$ cat src/rtl/escalonador_pkg.sv
// Shared encodings for the frame scheduler: pet states, scheduler FSM states
// and the per-state frame-count table.
package escalonador_pkg;

  typedef enum logic [3:0] {
    EST_IDLE       = 4'd0,
    EST_DORMINDO   = 4'd1,
    EST_COMENDO    = 4'd2,
    EST_DANDO_AULA = 4'd3,
    EST_MORTO      = 4'd4
  } estado_pet_e;

  typedef enum logic [1:0] {
    OCIOSO = 2'd0,
    LER    = 2'd1,
    ENVIAR = 2'd2
  } fsm_e;

  // Out-of-range pet states are treated as IDLE.
  function automatic logic [3:0] saneia_estado(input logic [3:0] e);
    return (e > 4'(EST_MORTO)) ? 4'(EST_IDLE) : e;
  endfunction

  function automatic logic [2:0] num_quadros(input logic [3:0] e);
    case (e)
      4'(EST_DORMINDO): return 3'd2;
      4'(EST_COMENDO):  return 3'd3;
      4'(EST_MORTO):    return 3'd1;
      default:          return 3'd4;
    endcase
  endfunction

endpackage

$ cat src/rtl/escalonador_quadros_contador.sv
// contador_quadros: frame index per pet state plus the estado of the last
// started frame; restarts the index when the state changes.
module contador_quadros
  import escalonador_pkg::*;
(
  input  logic       clk,
  input  logic       rst_n,
  input  logic       inicio,
  input  logic       avancar,
  input  logic [3:0] estado_in,
  output logic [3:0] estado_out,
  output logic [1:0] quadro
);

  logic [3:0] estado_q, estado_d;
  logic [1:0] quadro_q, quadro_d;

  always_comb begin
    estado_d = estado_q;
    quadro_d = quadro_q;
    if (inicio) begin
      estado_d = estado_in;
      if (estado_in != estado_q) quadro_d = 2'd0;
    end else if (avancar) begin
      // index advances against the count of the frame just finished
      if ({1'b0, quadro_q} >= num_quadros(estado_q) - 3'd1) quadro_d = 2'd0;
      else quadro_d = quadro_q + 2'd1;
    end
  end

  always_ff @(posedge clk) begin
    if (!rst_n) begin
      estado_q <= 4'(EST_IDLE);
      quadro_q <= 2'd0;
    end else begin
      estado_q <= estado_d;
      quadro_q <= quadro_d;
    end
  end

  assign estado_out = estado_q;
  assign quadro     = quadro_q;

endmodule

$ cat src/rtl/escalonador_quadros.sv
// Frame scheduler: streams one image frame byte-by-byte from the image memory
// per tick. Define ESCALONADOR_OVERRUN_EN to count dropped ticks on overrun.
module escalonador_quadros
  import escalonador_pkg::*;
#(
  parameter int FRAME_BYTES = 1024,
  parameter int ADDR_W      = 10
) (
  input  logic              clk,
  input  logic              rst_n,
  input  logic [3:0]        estado,
  input  logic              tick_quadro,
  output logic [3:0]        mem_estado,
  output logic [1:0]        mem_quadro,
  output logic [ADDR_W-1:0] mem_addr,
  input  logic [7:0]        mem_data,
  output logic              px_valid,
  output logic [7:0]        px_data,
  input  logic              px_ready,
  output logic              px_first,
  output logic              px_last,
  output logic              busy,
  output logic [7:0]        overrun
);

  localparam logic [ADDR_W-1:0] ULTIMO = ADDR_W'(FRAME_BYTES - 1);

  fsm_e              fsm_q, fsm_d;
  logic [ADDR_W-1:0] addr_q, addr_d;
  logic [7:0]        px_data_q, px_data_d;
  logic              px_valid_q, px_valid_d;
  logic              pendente_q, pendente_d;
  logic              inicio, avancar, ocupado;

  assign ocupado = (fsm_q != OCIOSO);

  always_comb begin
    fsm_d      = fsm_q;
    addr_d     = addr_q;
    px_data_d  = px_data_q;
    px_valid_d = px_valid_q;
    pendente_d = pendente_q;
    inicio     = 1'b0;
    avancar    = 1'b0;
    case (fsm_q)
      OCIOSO: if (tick_quadro || pendente_q) begin
        inicio     = 1'b1;
        pendente_d = 1'b0;
        addr_d     = '0;
        fsm_d      = LER;
      end
      LER: begin
        px_data_d  = mem_data;
        px_valid_d = 1'b1;
        fsm_d      = ENVIAR;
      end
      ENVIAR: if (px_ready) begin
        px_valid_d = 1'b0;
        if (addr_q == ULTIMO) begin
          avancar = 1'b1;
          fsm_d   = OCIOSO;
        end else begin
          addr_d = addr_q + ADDR_W'(1);
          fsm_d  = LER;
        end
      end
      default: fsm_d = OCIOSO;
    endcase
    // the last-byte cycle still counts as busy, so a tick there only queues
    if (ocupado && tick_quadro) pendente_d = 1'b1;
  end

  always_ff @(posedge clk) begin
    if (!rst_n) begin
      fsm_q      <= OCIOSO;
      addr_q     <= '0;
      px_data_q  <= 8'd0;
      px_valid_q <= 1'b0;
      pendente_q <= 1'b0;
    end else begin
      fsm_q      <= fsm_d;
      addr_q     <= addr_d;
      px_data_q  <= px_data_d;
      px_valid_q <= px_valid_d;
      pendente_q <= pendente_d;
    end
  end

  contador_quadros u_contador (
    .clk        (clk),
    .rst_n      (rst_n),
    .inicio     (inicio),
    .avancar    (avancar),
    .estado_in  (saneia_estado(estado)),
    .estado_out (mem_estado),
    .quadro     (mem_quadro)
  );

`ifdef ESCALONADOR_OVERRUN_EN
  logic [7:0] overrun_q, overrun_d;

  always_comb begin
    overrun_d = overrun_q;
    if (ocupado && tick_quadro && pendente_q && overrun_q != 8'hFF)
      overrun_d = overrun_q + 8'd1;
  end

  always_ff @(posedge clk) begin
    if (!rst_n) overrun_q <= 8'd0;
    else        overrun_q <= overrun_d;
  end

  assign overrun = overrun_q;
`else
  assign overrun = 8'd0;
`endif

  assign mem_addr = addr_q;
  assign px_valid = px_valid_q;
  assign px_data  = px_data_q;
  assign px_first = px_valid_q && (addr_q == '0);
  assign px_last  = px_valid_q && (addr_q == ULTIMO);
  assign busy     = ocupado;

endmodule

$ cat config.mk
export PLATFORM = sky130hd
export DESIGN_NAME = escalonador_quadros
export DESIGN_NICKNAME = d
export VERILOG_FILES = /design/src/rtl/escalonador_pkg.sv /design/src/rtl/escalonador_quadros_contador.sv /design/src/rtl/escalonador_quadros.sv
export SDC_FILE = /design/constraint.sdc
export NUM_CORES = 1
export LEC_CHECK = 0
export CAP_MARGIN = 40
export CORE_MARGIN = 4
export CORE_UTILIZATION = 45
export CTS_CLUSTER_SIZE = 30
export DETAILED_ROUTE_END_ITERATION = 7
export GPL_ROUTABILITY_DRIVEN = 0
export HOLD_SLACK_MARGIN = 0.12
export PLACE_DENSITY = 0.77
export REMOVE_ABC_BUFFERS = 1
export SLEW_MARGIN = 40
export SYNTH_ARGS = -nofsm -noshare
export SYNTH_HDL_FRONTEND = slang
export SYNTH_SLANG_ARGS = --single-unit
$ cat constraint.sdc
create_clock -name clk -period 6.1 [get_ports clk]
set_input_delay 1.22 -clock clk [delete_from_list [all_inputs] [get_ports clk]]
set_output_delay 1.22 -clock clk [all_outputs]
set_load 0.1 [all_outputs]
==> results.json, run 1 <==
{
  "clk_latency_ps": 340,
  "synth-async-reset-ratio": 0,
  "grt_pass1_vias": 1361,
  "clk_pin_slew_ps": 150,
  "ant_nets": 0,
  "fin_cells": 264,
  "multi_input_area_sq_um": 887.1,
  "rsz0062_at_grt": "no",
  "r2r_setup_slack_ps": 3980,
  "dr.pass1.iters": 4,
  "post-route-period-util": 0.5083,
  "vdd_ir_drop_max_v": 0.0001408,
  "netlist_instances": 179,
  "antenna_cells": 0,
  "cp.arrival_ps": 1880,
  "ff2ff_path_depth": 7,
  "cts_setup_buffers": 0,
  "cts_buffers": 3,
  "cts-htree-levels": 1,
  "dp_hpwl_mm": 2.683,
  "crit_type": "reg -> out",
  "avgViaCountPerCell": 5.163,
  "wl_met2_mm": 1.803,
  "drive_above_1_share": 0.1864,
  "grt.overflow.total": 0,
  "status": "complete, no violations",
  "root_buffer": "clkbuf_4",
  "holdPathStages": 2,
  "maxCapViolCount": 0,
  "r2r_end": "u_contador.quadro[1]",
  "fin_crit_ps": 3101,
  "max_freq_ghz": 0.3225,
  "portBuffers": 43,
  "crit_path_start_kind": "register",
  "grt_pass1_wl_mm": 5.816,
  "wl_met1_mm": 1.348,
  "nets": 242,
  "synth_cell_types": 48,
  "start_util": 0.4877,
  "tightest_slew_ps": 593.9,
  "min_path_type": "reg -> reg",
  "setup_viol": 0,
  "clock_skew_ps": 5.127,
  "grt_max_degree": 22,
  "drt-total-wl_mm": 3.379,
  "cts_tree": "built",
  "vias": 1363,
  "met3_length_um": 178,
  "critical-path-max-stage-delay_ps": 440,
  "synth-edff-count": 0,
  "synthFlopType": "dfxtp_1",
  "netlist_area_sq_um": 1538,
  "area_growth_pct": 20.42,
  "fillers": 305,
  "wl_per_cell_um": 12.80,
  "remaining_drc_errors": 0,
  "hold_viol": 0,
  "r2r_start": "u_contador.estado_out[1]",
  "slew_violations": 0,
  "hp-start": "px_data[2]",
  "clock_path_buffers": 2,
  "cp_slowest_cell": "dfxtp_1",
  "final_cell_mix": "28 x dfxtp_1, 28 x buf_2, 26 x nand2_1, 15 x clkdlybuf4s50_1, 13 x nor2_1",
  "finalSetupTns_ps": 0,
  "rows": 20,
  "dp_cells": 260,
  "slew_headroom": 0.6014,
  "die_w_um": 66.46,
  "cp.required_ps": 4880,
  "synth_seq_cells": 28,
  "hold_buffers": 0,
  "synth_warnings": 0,
  "core_sq_um": 3153,
  "highest_layer": "met4",
  "numClockSinks": 28,
  "min_to": "px_data[2]",
  "die-height_um": 66.46,
  "antenna_found_initial": 0,
  "holdWs_ps": 478.6,
  "first_iter_violations": 74,
  "path_cells": "ha_1 -> and4_1 -> and4_1 -> buf_2",
  "yosysSeqAreaShare": 0.3645,
  "path_common_cell": "and4_1",
  "pin_count": 52,
  "crit_fanout": 6,
  "grt.total_usage": 0.1687,
  "syn_avg_cell_area_sq_um": 8.591,
  "regArea_sq_um": 560.5,
  "cp-end-kind": "output pin",
  "leakagePower_nw": 0.8072,
  "post-route-util": 0.5873,
  "cts_resized": 0,
  "power.density_nw_per_um2": 223.4,
  "dieArea_sq_um": 4416
}
-- per-layer routing --
| metal | up-vias | global-route usage |
|---|---|---|
| li1 | 688 | - |
| met1 | 635 | 0.1882 |
| met2 | 35 | 0.3185 |
| met3 | 5 | 0.03035 |
| met4 | 0 | 0.05330 |
| met5 | - | 0 |
-- cell usage after synthesis (all sizes together), types with 2 or more instances --
cell type / instances / area, sq um
and4: 4 / 35.03
clkbuf: 3 / 11.26
xnor2: 2 / 17.52
xor2: 9 / 78.83
o21ai: 6 / 30.02
or4: 2 / 15.01
and3: 4 / 26.28
nand2: 27 / 103.9
ha: 5 / 62.56
nor4b: 2 / 23.77
a21o: 3 / 22.52
nand2b: 2 / 12.51
buf: 10 / 82.58
inv: 6 / 22.52
nor3: 5 / 41.29
nand4: 3 / 25.02
or3: 3 / 18.77
nor2: 13 / 48.80
a21boi: 10 / 75.07
nand3: 6 / 30.03
dfxtp: 28 / 560.5
or3b: 3 / 26.28
nor2b: 3 / 26.27
a21oi: 5 / 25.02
and2: 2 / 12.51
-- state kept, by name (all words and copies together) (netlist names) --
register and count:
px_data 8, fsm_q 2, px_valid 1, u_contador.estado_out 4, mem_addr 10, pendente_q 1, u_contador.quadro 2
-- how the worst max path moves through the flow --
stage / from / to / slack, ps
CTS: mem_addr[0] / px_last / 3000
detailed placement: estado[2] / u_contador.quadro[0] / 3040
finish: mem_addr[0] / px_last / 3000
floorplan: mem_addr[0] / px_last / 2500
global route: mem_addr[0] / px_last / 2830
global placement: mem_addr[0] / px_last / 2710
-- report_power, final --
part | switching (mW) | internal, mW
Combinational | 0.0964 | 0.0278
Clock | 0.0565 | 0.0366
Sequential | 0.00691 | 0.189
-- worst max-delay path, delay by kind of cell, from the launching register on --
family	cells	cell delay, ps
and+or+nand+nor	2	470
buffers and inverters	1	420
DFF	1	440
adders and majority gates	1	210
-- through the flow --
step	setup slack, ps	instance area, sq um	total power [mW]
3_3_place_gp	2712	1956	0.3291
4_1_cts	2996	1852	0.4170
3_5_place_dp	3041	1815	0.3250
5_1_grt	2826	1852	0.4351
6_report	2999	1852	0.4138
2_1_floorplan	2502	1470	0.2979
-- cells by family after synthesis --
kind of cell,share of synthesized area
buf+inv,0.07567
xor+xnor,0.06266
other cells,0.002439
compound gates,0.1294
flops,0.3645
simple gates,0.3247
fa+ha+maj,0.04068
-- layout make-up --
cell class	count	area share
flip-flops and latches	28	0.3027
multi-input cells	139	0.4791
well taps	44	0.02973
repair buffers	43	0.1568
clock buffers	4	0.01959
inverters	6	0.01216
Power figures use the tool's default switching activity.
==> run 2, diff against run 1 <==
CORE_UTILIZATION = 41   (was 45)
PLACE_DENSITY = 0.74   (was 0.77)
clock period = 2.75 ns   (was 6.1 ns; I/O delays follow)
==> run 2 against run 1 <==
Against the previous run:
- clock-buffer cell count fell by 1
- critical endpoint unchanged
- critical path type unchanged
- routed wire length fell by 2.1%
- cell count rose by 1.9%
==> results.json, run 2 (synthesis results as in run 1) <==
{
  "comb_power_share": 0.277,
  "cts_buffers": 3,
  "internal-power_uw": 690.0,
  "path_cells": "ha_1 -> and4_1 -> and4_1 -> buf_12",
  "final_common_cell": "buf_4",
  "grt_pass1_vias": 1262,
  "dieArea_sq_um": 4794,
  "start_util": 0.4434,
  "status": "complete, no violations",
  "grt.overflow.total": 0,
  "slew_violations": 0,
  "ant_nets": 0,
  "vdd_ir_drop_max_v": 0.0002767,
  "cts_resized": 0,
  "cts_tree": "built",
  "setup.worst_path.start": "mem_addr[0]",
  "path_common_cell": "and4_1",
  "cts-htree-levels": 1,
  "cp.depth": 4,
  "p_sw_uw": 358.6,
  "final_cell_mix": "30 x buf_4, 28 x dfxtp_1, 26 x nand2_1, 15 x clkdlybuf4s50_1, 13 x nor2_1",
  "die_w_um": 69.24,
  "p_total_mw": 1.049,
  "max_freq_ghz": 0.4573,
  "pin_count": 52,
  "grt_pass1_wl_mm": 5.616,
  "grt_max_degree": 17,
  "cp-end-kind": "output pin",
  "power.density_nw_per_um2": 525.8,
  "post-route-period-util": 0.7952,
  "crit_buf_inv": 1,
  "r2r_setup_slack_ps": 620,
  "drt-total-wl_mm": 3.307,
  "grt.total_usage": 0.1363,
  "fin_crit_ps": 2187,
  "clock_path_buffers": 2,
  "cp_slowest_cell": "dfxtp_1",
  "core_sq_um": 3468,
  "avgViaCountPerCell": 5.059,
  "numClockSinks": 28,
  "clock_skew_ps": 7.531,
  "crit_family": "simple AND/OR/NAND/NOR gates",
  "dp_hpwl_mm": 2.561,
  "largest_reg_flops": 10,
  "die-height_um": 69.24,
  "antenna_found_initial": 0,
  "rsz0062_at_grt": "no",
  "vias": 1361,
  "ff2ff_path_depth": 7,
  "critical-path-max-stage-delay_ps": 420,
  "first_iter_violations": 47,
  "switching_share": 0.3420,
  "fillers": 330,
  "power_frac_seq": 0.416,
  "crit_path_end": "px_last",
  "remaining_drc_errors": 0,
  "crit_fanout": 6,
  "leakagePower_nw": 0.8376,
  "crit_path_start_kind": "register",
  "maxCapViolCount": 0,
  "wl_per_cell_um": 12.29,
  "clk_pin_slew_ps": 100,
  "antenna_cells": 0,
  "min_path_type": "reg -> reg",
  "drive_above_1_share": 0.1973,
  "portBuffers": 43,
  "hold_viol": 0,
  "cp.required_ps": 2200,
  "nets": 245,
  "post-route-util": 0.5750,
  "clockPowerShare": 0.308,
  "clk_latency_ps": 270,
  "crit_type": "reg -> out",
  "hold_buffers": 0,
  "dr.pass1.iters": 4,
  "setup_viol": 0,
  "area_growth_pct": 29.70,
  "r2r_end": "u_contador.quadro[1]",
  "root_buffer": "clkbuf_8",
  "r2r_start": "u_contador.estado_out[1]",
  "cts_setup_buffers": 0,
  "cp.arrival_ps": 1640,
  "rows": 21
}
[run 2: cell count changes in the layout (fill, tap and decap cells not counted)]
cell	previous run	this run
buf_4	0	30
buf_2	28	0
clkbuf_4	3	0
buf_12	0	1
bufinv_16	0	1
clkbuf_8	1	3
[run 2: layer usage]
| layer | GRT usage | vias to the layer above | part of all wire |
|---|---|---|---|
| met5 | 0 | - | 0 |
| met4 | 0.02603 | 0 | 0.0064 |
| met3 | 0.02609 | 2 | 0.050 |
| met2 | 0.2362 | 38 | 0.49 |
| met1 | 0.1761 | 626 | 0.45 |
| li1 | - | 695 | - |
[run 2: worst min-delay path by stage]
stage	from	end	slack [ps]	cells after the start
2_1_floorplan	pendente_q	pendente_q	520	2
3_3_place_gp	px_data[3]	px_data[3]	460	2
3_5_place_dp	px_data[3]	px_data[3]	460	2
4_1_cts	px_data[3]	px_data[3]	480	2
5_1_grt	px_data[3]	px_data[3]	500	2
6_report	px_data[3]	px_data[3]	470	2
[run 2: area by class of cell]
type / instances / area (sq um) / area share
Sequential cell: 28 / 560.5 / 0.2811
Clock inverter: 1 / 30.03 / 0.01506
Multi-Input combinational cell: 139 / 887.1 / 0.4448
Tap cell: 46 / 57.56 / 0.02886
Timing Repair Buffer: 46 / 395.4 / 0.1982
Inverter: 6 / 22.52 / 0.01129
Clock buffer: 3 / 41.29 / 0.02070
[run 2: worst register-to-register path, delay by kind of cell (launching register included)]
family / cells / cell delay (ps)
fa+ha+maj: 2 / 570
compound gates: 3 / 560
flops: 1 / 460
simple gates: 1 / 360
xor+xnor: 1 / 120
[run 2: per-stage QoR]
step / worst slack, ps / hold WS [ps] / cell area, sq um / cells / TNS (ps)
2_1_floorplan: -177.8 / 516.5 / 1470 / 173 / -177.8
3_3_place_gp: 532.7 / 459.1 / 1923 / 265 / 0
3_5_place_dp: 471.1 / 463.6 / 1923 / 265 / 0
4_1_cts: 544.8 / 478.7 / 1994 / 269 / 0
5_1_grt: 444.0 / 501.4 / 1994 / 269 / 0
6_report: 563.2 / 473.5 / 1994 / 269 / 0
[run 2: power groups by stage]
stage	Sequential (mW)	Combinational, mW	Clock [mW]
floorplan	0.520	0.141	0
global placement	0.445	0.290	0
detailed placement	0.445	0.291	0
CTS	0.436	0.292	0.333
global route	0.440	0.306	0.345
finish	0.436	0.290	0.323
